<file path="src/rtl/forward_hazard_unit.sv">
// -----------------------------------------------------------------------------
// forward_hazard_unit
//
// Operand-forwarding and hazard unit placed between decode and execute.
// Each of NUM_SRC source operands is resolved against NUM_FWD forwarding ports.
// Port 0 is the youngest producer (EX), and higher indices are older (MEM, ...).
// A register scoreboard tracks in-flight multi-cycle producers such as
// mul/div/load. The unit raises a combinational stall and keeps a saturating
// count of stalled cycles.
//
// Ports:
//   clk           clock
//   reset         synchronous active-low reset
//   fwd_valid     [NUM_FWD]          forwarding port carries a register write
//   fwd_ready     [NUM_FWD]          forwarding data is final (0 = not yet)
//   fwd_dst       [NUM_FWD*REG_AW]   destination register per port
//   fwd_data      [NUM_FWD*XLEN]     write data per port
//   src_use       [NUM_SRC]          operand is read by the decoded instruction
//   src_rs        [NUM_SRC*REG_AW]   source register per operand
//   src_rf        [NUM_SRC*XLEN]     register-file read data per operand
//   src_out       [NUM_SRC*XLEN]     resolved operand value
//   issue_valid   multi-cycle instruction issues this cycle
//   issue_dst     [REG_AW]           its destination register
//   wb_valid      multi-cycle result written back this cycle
//   wb_dst        [REG_AW]           register written back
//   flush         clears the scoreboard
//   stall         hold decode / bubble execute
//   stall_cycles  [CNT_W]            saturating count of stalled cycles
//   busy_vec      [2**REG_AW]        scoreboard state (debug)
// -----------------------------------------------------------------------------
module forward_hazard_unit #(
   parameter int XLEN    = 64,
   parameter int NUM_SRC = 2,
   parameter int NUM_FWD = 2,
   parameter int REG_AW  = 5,
   parameter int CNT_W   = 32
) (
   input  logic                       clk,
   input  logic                       reset,
   input  logic [NUM_FWD-1:0]         fwd_valid,
   input  logic [NUM_FWD-1:0]         fwd_ready,
   input  logic [NUM_FWD*REG_AW-1:0]  fwd_dst,
   input  logic [NUM_FWD*XLEN-1:0]    fwd_data,
   input  logic [NUM_SRC-1:0]         src_use,
   input  logic [NUM_SRC*REG_AW-1:0]  src_rs,
   input  logic [NUM_SRC*XLEN-1:0]    src_rf,
   output logic [NUM_SRC*XLEN-1:0]    src_out,
   input  logic                       issue_valid,
   input  logic [REG_AW-1:0]          issue_dst,
   input  logic                       wb_valid,
   input  logic [REG_AW-1:0]          wb_dst,
   input  logic                       flush,
   output logic                       stall,
   output logic [CNT_W-1:0]           stall_cycles,
   output logic [(2**REG_AW)-1:0]     busy_vec
);

   localparam int NREG = 2**REG_AW;

   logic [NREG-1:0]           r_busy;
   logic [CNT_W-1:0]          r_stall_cycles;
   logic [NUM_SRC-1:0]        w_hazard;
   logic [NUM_SRC*XLEN-1:0]   w_src_out;
   logic                      w_stall;

   // Per-operand forward select and hazard detection.
   always_comb begin : fwd_select
      logic [REG_AW-1:0] w_rs;
      logic              w_found;
      logic              w_ready;
      logic [XLEN-1:0]   w_data;
      // NOTE: every output of this block gets a default first, so no path leaves it unassigned (no latch).
      w_src_out = src_rf;
      w_hazard  = '0;
      for (int j = 0; j < NUM_SRC; j++) begin
         w_rs    = src_rs[j*REG_AW +: REG_AW];
         w_found = 1'b0;
         w_ready = 1'b0;
         w_data  = '0;
         // The first (youngest) matching port wins; older ports never override it.
         for (int i = 0; i < NUM_FWD; i++) begin
            if (!w_found && fwd_valid[i] && (fwd_dst[i*REG_AW +: REG_AW] == w_rs)) begin
               w_found = 1'b1;
               w_ready = fwd_ready[i];
               w_data  = fwd_data[i*XLEN +: XLEN];
            end
         end
         if (src_use[j] && (w_rs != '0)) begin
            if (w_found && w_ready) begin
               w_src_out[j*XLEN +: XLEN] = w_data;
            end else if (w_found) begin
               w_hazard[j] = 1'b1;
            end
            // A ready forward bypasses the scoreboard, which covers a writeback seen on a port.
            if (r_busy[w_rs] && !(w_found && w_ready)) begin
               w_hazard[j] = 1'b1;
            end
         end
      end
   end

   assign w_stall = |w_hazard;

   // Scoreboard and stall counter.
   always_ff @(posedge clk) begin
      if (!reset) begin
         // NOTE: only the scoreboard and counter flops need a reset; there is no memory array here.
         r_busy         <= '0;
         r_stall_cycles <= '0;
      end else begin
         if (flush) begin
            r_busy <= '0;
         end else begin
            // NOTE: non-blocking writes to the same bit resolve last-wins, so the set below overrides the clear.
            if (wb_valid && (wb_dst != '0)) begin
               r_busy[wb_dst] <= 1'b0;
            end
            if (issue_valid && !w_stall && (issue_dst != '0)) begin
               r_busy[issue_dst] <= 1'b1;
            end
         end
         if (w_stall && (r_stall_cycles != '1)) begin
            r_stall_cycles <= r_stall_cycles + CNT_W'(1);
         end
      end
   end

   assign src_out      = w_src_out;
   assign stall        = w_stall;
   assign stall_cycles = r_stall_cycles;
   assign busy_vec     = {r_busy[NREG-1:1], 1'b0};

endmodule
</file>
<file path="config.mk">
export PLATFORM = sky130hd
export DESIGN_NAME = forward_hazard_unit
export DESIGN_NICKNAME = d
export VERILOG_FILES = /design/src/rtl/forward_hazard_unit.sv
export SDC_FILE = /design/constraint.sdc
export NUM_CORES = 1
export LEC_CHECK = 0
export CORE_AREA = 2 2 188 190
export CTS_CLUSTER_SIZE = 10
export DETAILED_ROUTE_END_ITERATION = 7
export DIE_AREA = 0 0 190 192
export MAX_ROUTING_LAYER = met4
export PLACE_DENSITY = 0.59
export SYNTH_ARGS = -nofsm -noshare
export SYNTH_HDL_FRONTEND = slang
export SYNTH_SLANG_ARGS = --single-unit
</file>
<file path="constraint.sdc">
create_clock -name clk -period 4 [get_ports clk]
set_clock_uncertainty 0.2 [all_clocks]
set_input_delay 0.8 -clock clk [delete_from_list [all_inputs] [get_ports clk]]
set_output_delay 0.8 -clock clk [all_outputs]
set_load 0.05 [all_outputs]
</file>
==> results of run 1 <==
routing by layer:
metal	vias up	GRT usage, %	part of all wire (%)
met3	63	12.7	12
met5	-	-	0
met2	574	41.2	44
met1	4781	34.6	41
met4	0	6.23	2.3
li1	4456	-	-
sequential cells by signal, indices dropped and copies added, names as in the netlist:
name	cells
stall_cycles	32
r_busy	32
worst register-to-register path, cell delays in order (launching register included):
cell and delay [ps]:
dfxtp_1 410, ha_1 240, nand4_1 160, or2_2 360
nor2_1 120, buf_4 150, nand2_1 70, nor2_1 210
or3_1 620, nor4_1 120, o21a_1 190
cells in the mapped netlist (all sizes together):
library cell / instances / share of area, %
a211oi: 2 / 0.24
nor3: 2 / 0.16
and3: 7 / 0.71
o21ai: 37 / 2.9
nand4b: 4 / 0.55
o311ai: 1 / 0.14
nor2: 145 / 8.6
nor2b: 5 / 0.49
o22a: 1 / 0.16
or3: 6 / 0.59
o22ai: 2 / 0.20
and2: 3 / 0.29
nand3b: 7 / 0.83
nand2b: 9 / 0.88
o31ai: 17 / 2.0
o41ai: 1 / 0.14
nand4: 9 / 0.88
xnor2: 4 / 0.55
a221o: 2 / 0.31
o21a: 5 / 0.59
clkbuf: 60 / 3.5
ha: 1 / 0.20
a22oi: 132 / 16
mux4: 14 / 5.0
or4b: 1 / 0.22
nor4b: 1 / 0.14
o31a: 5 / 0.69
o211ai: 31 / 3.7
mux2: 2 / 0.35
buf: 53 / 5.8
conb: 1 / 0.059
xor2: 16 / 2.2
or4: 17 / 2.0
dfxtp: 64 / 20
inv: 5 / 0.29
a21oi: 149 / 12
nand2: 28 / 1.7
or2: 1 / 0.098
nand3: 22 / 1.7
or3b: 2 / 0.28
nor4: 11 / 1.1
and4: 3 / 0.41
mux2i: 13 / 2.0
power groups by stage:
stage	clock network [mW]	registers, mW	logic (mW)
global route	0.920	0.643	1.49
CTS	0.885	0.643	1.43
finish	0.870	0.643	1.44
floorplan	0	0.660	0.530
global placement	0	0.657	1.37
detailed placement	0	0.657	1.37
cell families after synthesis:
logic type / after synthesis / synth area share [%]
other: 1 / 0.0589
AND/OR/NAND/NOR: 283 / 21.5
buffers and inverters: 118 / 9.63
XOR/XNOR: 20 / 2.75
multiplexers: 29 / 7.35
flip-flops: 64 / 20.1
adder cells (fa/ha/maj): 1 / 0.197
AO/OA/AOI/OAI: 385 / 38.3
path summary, 6_finish.rpt:
path / endpoint / slack, ps
hold reg to reg: r_busy[0]$_SDFF_PP0_ / 290
setup / recovery: src_out[20] / 50
hold / removal: r_busy[0]$_SDFF_PP0_ / 290
setup reg to reg: stall_cycles[17]$_SDFFE_PN0P_ / 1050
layout make-up:
type                       instances  area [um2]
multi-input combinational        719        5290
clock inverter                     6        91.3
inverter                           5        18.8
sequential                        64        1280
clock buffer                      10         239
antenna                           29        72.6
tap                              455         569
fill                            3267       19000
timing repair buffer             606        7680
metrics by stage:
stage	setup WS (ps)	cells	hold slack [ps]	setup TNS, ps
2_1_floorplan	-35.6	901	243	-251
3_3_place_gp	-341	1811	267	-21930
3_5_place_dp	-364	1811	269	-23280
4_1_cts	6.76	1859	283	0
5_1_grt	-48.8	1893	316	-557
6_report	48.4	1894	288	0
timing repair:
item	CTS	global route
buffers inserted	19	5
setup endpoints to repair	129	115
pin swaps	21	15
hold buffers	0	0
gates cloned	13	1
resized for setup	128	30
==> results.txt, run 1 <==
syn_area_per_cell -> 7.06 um2
Vias/cell -> 5.21
Initial Util -> 18.6%
critical path's top delay family -> buffers and inverters
YS warnings -> 0
Final Power -> 2.95 mW
endpoint class of the critical path -> output pin
P_int -> 1.92 mW
most frequent cells in the layout -> clkdlybuf4s50_1, buf_12, a22oi_1
drt first-iter violations -> 614
cell-by-cell trace of the critical path -> clkdlybuf4s15_1, buf_6, xnor2_1, and3_2, buf_6, a22oi_2, nor2_4, buf_12, buf_6, buf_12, buf_16, a21oi_4, buf_12
finished layout cell area -> 15200 um2
ANT nets after route -> 0
CTS tree -> built
Clock Tree Buf Depth -> 2
clock sinks -> 64
GRT Util Overall -> 27.9%
Logic pwr share -> 48.7%
final hold violations -> 0
gp weighted congestion -> 0.976
maximum VDD drop -> 0.244 mV
CP Buf/Inv Count -> 8
nets -> 1703
Flop pwr share -> 21.8%
Pins Over Slew Limit -> 0
cell chosen for the clock root -> clkbuf_16
sequential fraction of the synthesis area -> 20.1%
Ports -> 490
reg-to-reg startpoint -> stall_cycles[0]$_SDFFE_PN0P_
Placed Instance Area -> 13700 um2
Syn Std Cell Area -> 6360 um2
switching share of power -> 35.0%
Setup crit start -> src_rs[0]
routed vias -> 9874
worst-path fanout max -> 11
run status -> finished, final reports clean
Crit path largest cell delay -> 260 ps
core footprint -> 34300 um2
Hold Path Depth -> 1
crit start category -> input pin
Crit path depth -> 13
vias in the first global route -> 9540
Die Span Y -> 192 um
Clock power frac -> 29.5%
Sw Pwr -> 1.03 mW
drt wl/cell -> 27.7 um
Worst Max-Slew Pin Slew -> 718 ps
num rows -> 68
Die Width -> 190 um
Mapped Cells -> 901
Rel. slew slack -> 52.1%
Die Area -> 36500 um2
Final Cycle Share -> 98.8%
Final Core Density -> 44.4%
fraction of layout cells with a size suffix above 1 -> 32.0%
fmax -> 253 MHz
H-tree levels -> 3
hold path start -> r_busy[0]$_SDFF_PP0_
Period minus WS final -> 3950 ps
library cells used by synthesis -> 49
slowest CP cell -> and3_2
clock-pin slew on the worst setup and hold paths -> 50 ps
synthesized flop and latch total -> 64
Setup violations, final -> 0
Critical Path AT -> 2950 ps
Layout area overhead -> 139%
number of remaining DRC errors -> 0
final HPWL from detailed placement -> 40700 um
R2R cell count -> 10
leading cell type in the layout, fill and taps excluded -> clkdlybuf4s50_1
leakage dissipation -> 5.26 nW
power density over cell area -> 194 nW/um2
Max-Cap Viols -> 0
total gr overflow -> 0
number of buffers created by CTS -> 9
Final Routed Wirelength -> 52400 um
Tightest Hold Check Type -> flop to flop
Clock Latency Late Sink -> 340 ps
Syn Nets -> 1199
pin count of the biggest net entering global routing -> 59
required time of the critical path -> 3000 ps
initial antenna violation count -> 33
IO Port Bufs -> 488
CP Class -> input pin to output pin
first-pass GRT wire length -> 71400 um
Initial DRT Pass Iterations -> 5
(Power assumes the default switching activity.)
==> run 2, diff against run 1 <==
--- a/config.mk
+++ b/config.mk
@@ -6,11 +6,13 @@
 export NUM_CORES = 1
 export LEC_CHECK = 0
 export CORE_AREA = 2 2 188 190
+export CTS_BUF_LIST = sky130_fd_sc_hd__clkbuf_16
 export CTS_CLUSTER_SIZE = 10
 export DETAILED_ROUTE_END_ITERATION = 7
 export DIE_AREA = 0 0 190 192
+export DONT_BUFFER_PORTS = 1
 export MAX_ROUTING_LAYER = met4
-export PLACE_DENSITY = 0.59
+export PLACE_DENSITY = 0.4
 export SYNTH_ARGS = -nofsm -noshare
 export SYNTH_HDL_FRONTEND = slang
 export SYNTH_SLANG_ARGS = --single-unit
==> results.txt, run 2 (synthesis results as in run 1) <==
run status -> finished, final reports clean
Initial Util -> 18.6% (unchanged)
initial antenna violation count -> 38 (+15%)
core footprint -> 34300 um2 (unchanged)
Clock Tree Buf Depth -> 2 (unchanged)
Layout area overhead -> 55.8%
num rows -> 68 (unchanged)
RSZ-0062 raised after global routing -> false
number of remaining DRC errors -> 0 (unchanged)
Final Power -> 2.26 mW (-23%)
Period minus WS final -> 3830 ps (-117 ps)
clock sinks -> 64 (unchanged)
Flop pwr share -> 28.7% (+6.9 points)
drt first-iter violations -> 608 (-0.98%)
IO Port Bufs -> 0 (-100%)
fmax -> 261 MHz (+3.0%)
number of buffers created by CTS -> 9 (unchanged)
most frequent cells in the layout -> nor2_1, a22oi_1, buf_12
Initial DRT Pass Iterations -> 5 (unchanged)
maximum VDD drop -> 0.223 mV (-8.7%)
final HPWL from detailed placement -> 35600 um (-13%)
pin count of the biggest net entering global routing -> 67 (+14%)
Setup violations, final -> 0 (unchanged)
Placed Instance Area -> 9580 um2 (-30%)
Final Cycle Share -> 95.9% (-2.9 points)
post-CTS sizing -> 0 (-100%)
final instance count without filler cells -> 1459 (-23%)
Ports -> 490 (unchanged)
placed cells -> 1411 (-22%)
Logic pwr share -> 41.4% (-7.3 points)
Die Span Y -> 192 um (unchanged)
Final Core Density -> 28.9% (-16 points)
H-tree levels -> 3 (unchanged)
cell-by-cell trace of the critical path -> xor2_1, nor4_1, and3_2, nor2_4, a22oi_1, nor2_4, buf_12, nor2_1, a21oi_1, buf_4
leakage dissipation -> 3.13 nW (-40%)
GRT Util Overall -> 22.0% (-5.9 points)
fraction of layout cells with a size suffix above 1 -> 33.2% (+1.2 points)
vias in the first global route -> 7189 (-25%)
gp weighted congestion -> 0.897 (-8.1%)
Pins Over Slew Limit -> 0 (unchanged)
Tightest Hold Check Type -> flop to flop
pre-CTS setup slack -> 214 ps (+579 ps)
Hold Slack -> 289 ps (+0.970 ps)
cell mode on critical path -> nor2_4
drt wl/cell -> 28.8 um (+4.2%)
slowest CP cell -> nor2_1
Critical Path AT -> 2830 ps (-120 ps)
routed vias -> 7885 (-20%)
# hold bufs at CTS -> 0 (unchanged)
Die Area -> 36500 um2 (unchanged)
Rel. slew slack -> 47.8% (-4.4 points)
Worst Max-Slew Pin Slew -> 782 ps (+64.2 ps)
P_int -> 1.43 mW (-25%)
Crit path largest cell delay -> 370 ps (+110 ps)
cell chosen for the clock root -> clkbuf_16
worst setup margin -> 165 ps (+117 ps)
Clock power frac -> 29.9% (+0.4 points)
final hold violations -> 0 (unchanged)
Post-CTS Setup Bufs -> 0 (-19)
Final Routed Wirelength -> 42100 um (-20%)
Clock Latency Late Sink -> 330 ps (about the same)
endpoint class of the critical path -> output pin
power density over cell area -> 228 nW/um2 (+18%)
first-pass GRT wire length -> 55500 um (-22%)
Sw Pwr -> 827 uW (-20%)
total gr overflow -> 0 (unchanged)
leading cell type in the layout, fill and taps excluded -> nor2_1
Setup TNS -> 0 ps (unchanged)
required time of the critical path -> 3000 ps (about the same)
worst-path fanout max -> 48 (+37)
nets -> 1265 (-26%)
switching share of power -> 36.6% (+1.6 points)
clock-pin slew on the worst setup and hold paths -> 50 ps (about the same)
CTS tree -> built
finished layout cell area -> 9920 um2 (-35%)
Max-Cap Viols -> 0 (unchanged)
crit start category -> input pin
ANT nets after route -> 0 (unchanged)
Vias/cell -> 5.40 (+3.7%)
CP Class -> input pin to output pin
Die Width -> 190 um (unchanged)
run 2: cell count changes in the layout (fill, tap and decap cells not counted), moves of 13 or more:
cell	delta
buf_6	-13
nor2_1	+20
buf_16	-16
buf_12	-24
clkdlybuf4s50_1	-339
a21oi_4	-31
nor2_2	-18
buf_4	-22
a21oi_2	+24
run 2: final timing paths:
check / from / end / slack, ps / cells after the start
worst max register to register: r_busy[11]$_SDFF_PP0_ / r_busy[16]$_SDFF_PP0_ / 910 / 9
worst max-delay path: src_rs[3] / src_out[63] / 170 / 10
worst min-delay path: r_busy[0]$_SDFF_PP0_ / r_busy[0]$_SDFF_PP0_ / 290 / 1
worst min register to register: r_busy[0]$_SDFF_PP0_ / r_busy[0]$_SDFF_PP0_ / 290 / 1
run 2: routing by layer:
metal	vias up	share of wire, %	global-route usage, %
li1	3574	-	-
met1	3800	39	26.8
met2	468	40	28.5
met3	43	19	15.7
met4	0	2.3	5.43
met5	-	0	-
run 2: layout make-up:
type | instances | area (um2)
clock inverters | 6 | 27.5
well taps | 455 | 569
fillers | 3650 | 24400
diodes | 33 | 82.6
clock buffers | 9 | 225
inverters | 5 | 18.8
multi-input cells | 719 | 4920
repair buffers | 168 | 2790
flip-flops and latches | 64 | 1280
run 2: power by group through the flow:
stage	Clock (mW)	Combinational, mW	Sequential [mW]
after floorplan	0	0.530	0.660
after global placement	0	0.935	0.661
after detailed placement	0	0.936	0.661
after CTS	0.691	0.938	0.648
after global routing	0.721	0.968	0.647
final	0.676	0.935	0.648
run 2: worst max-delay path, delay by kind of cell:
family          cells  cell delay (ps)
compound gates      2              320
xor+xnor            1              140
simple gates        5             1120
buf+inv             2              410
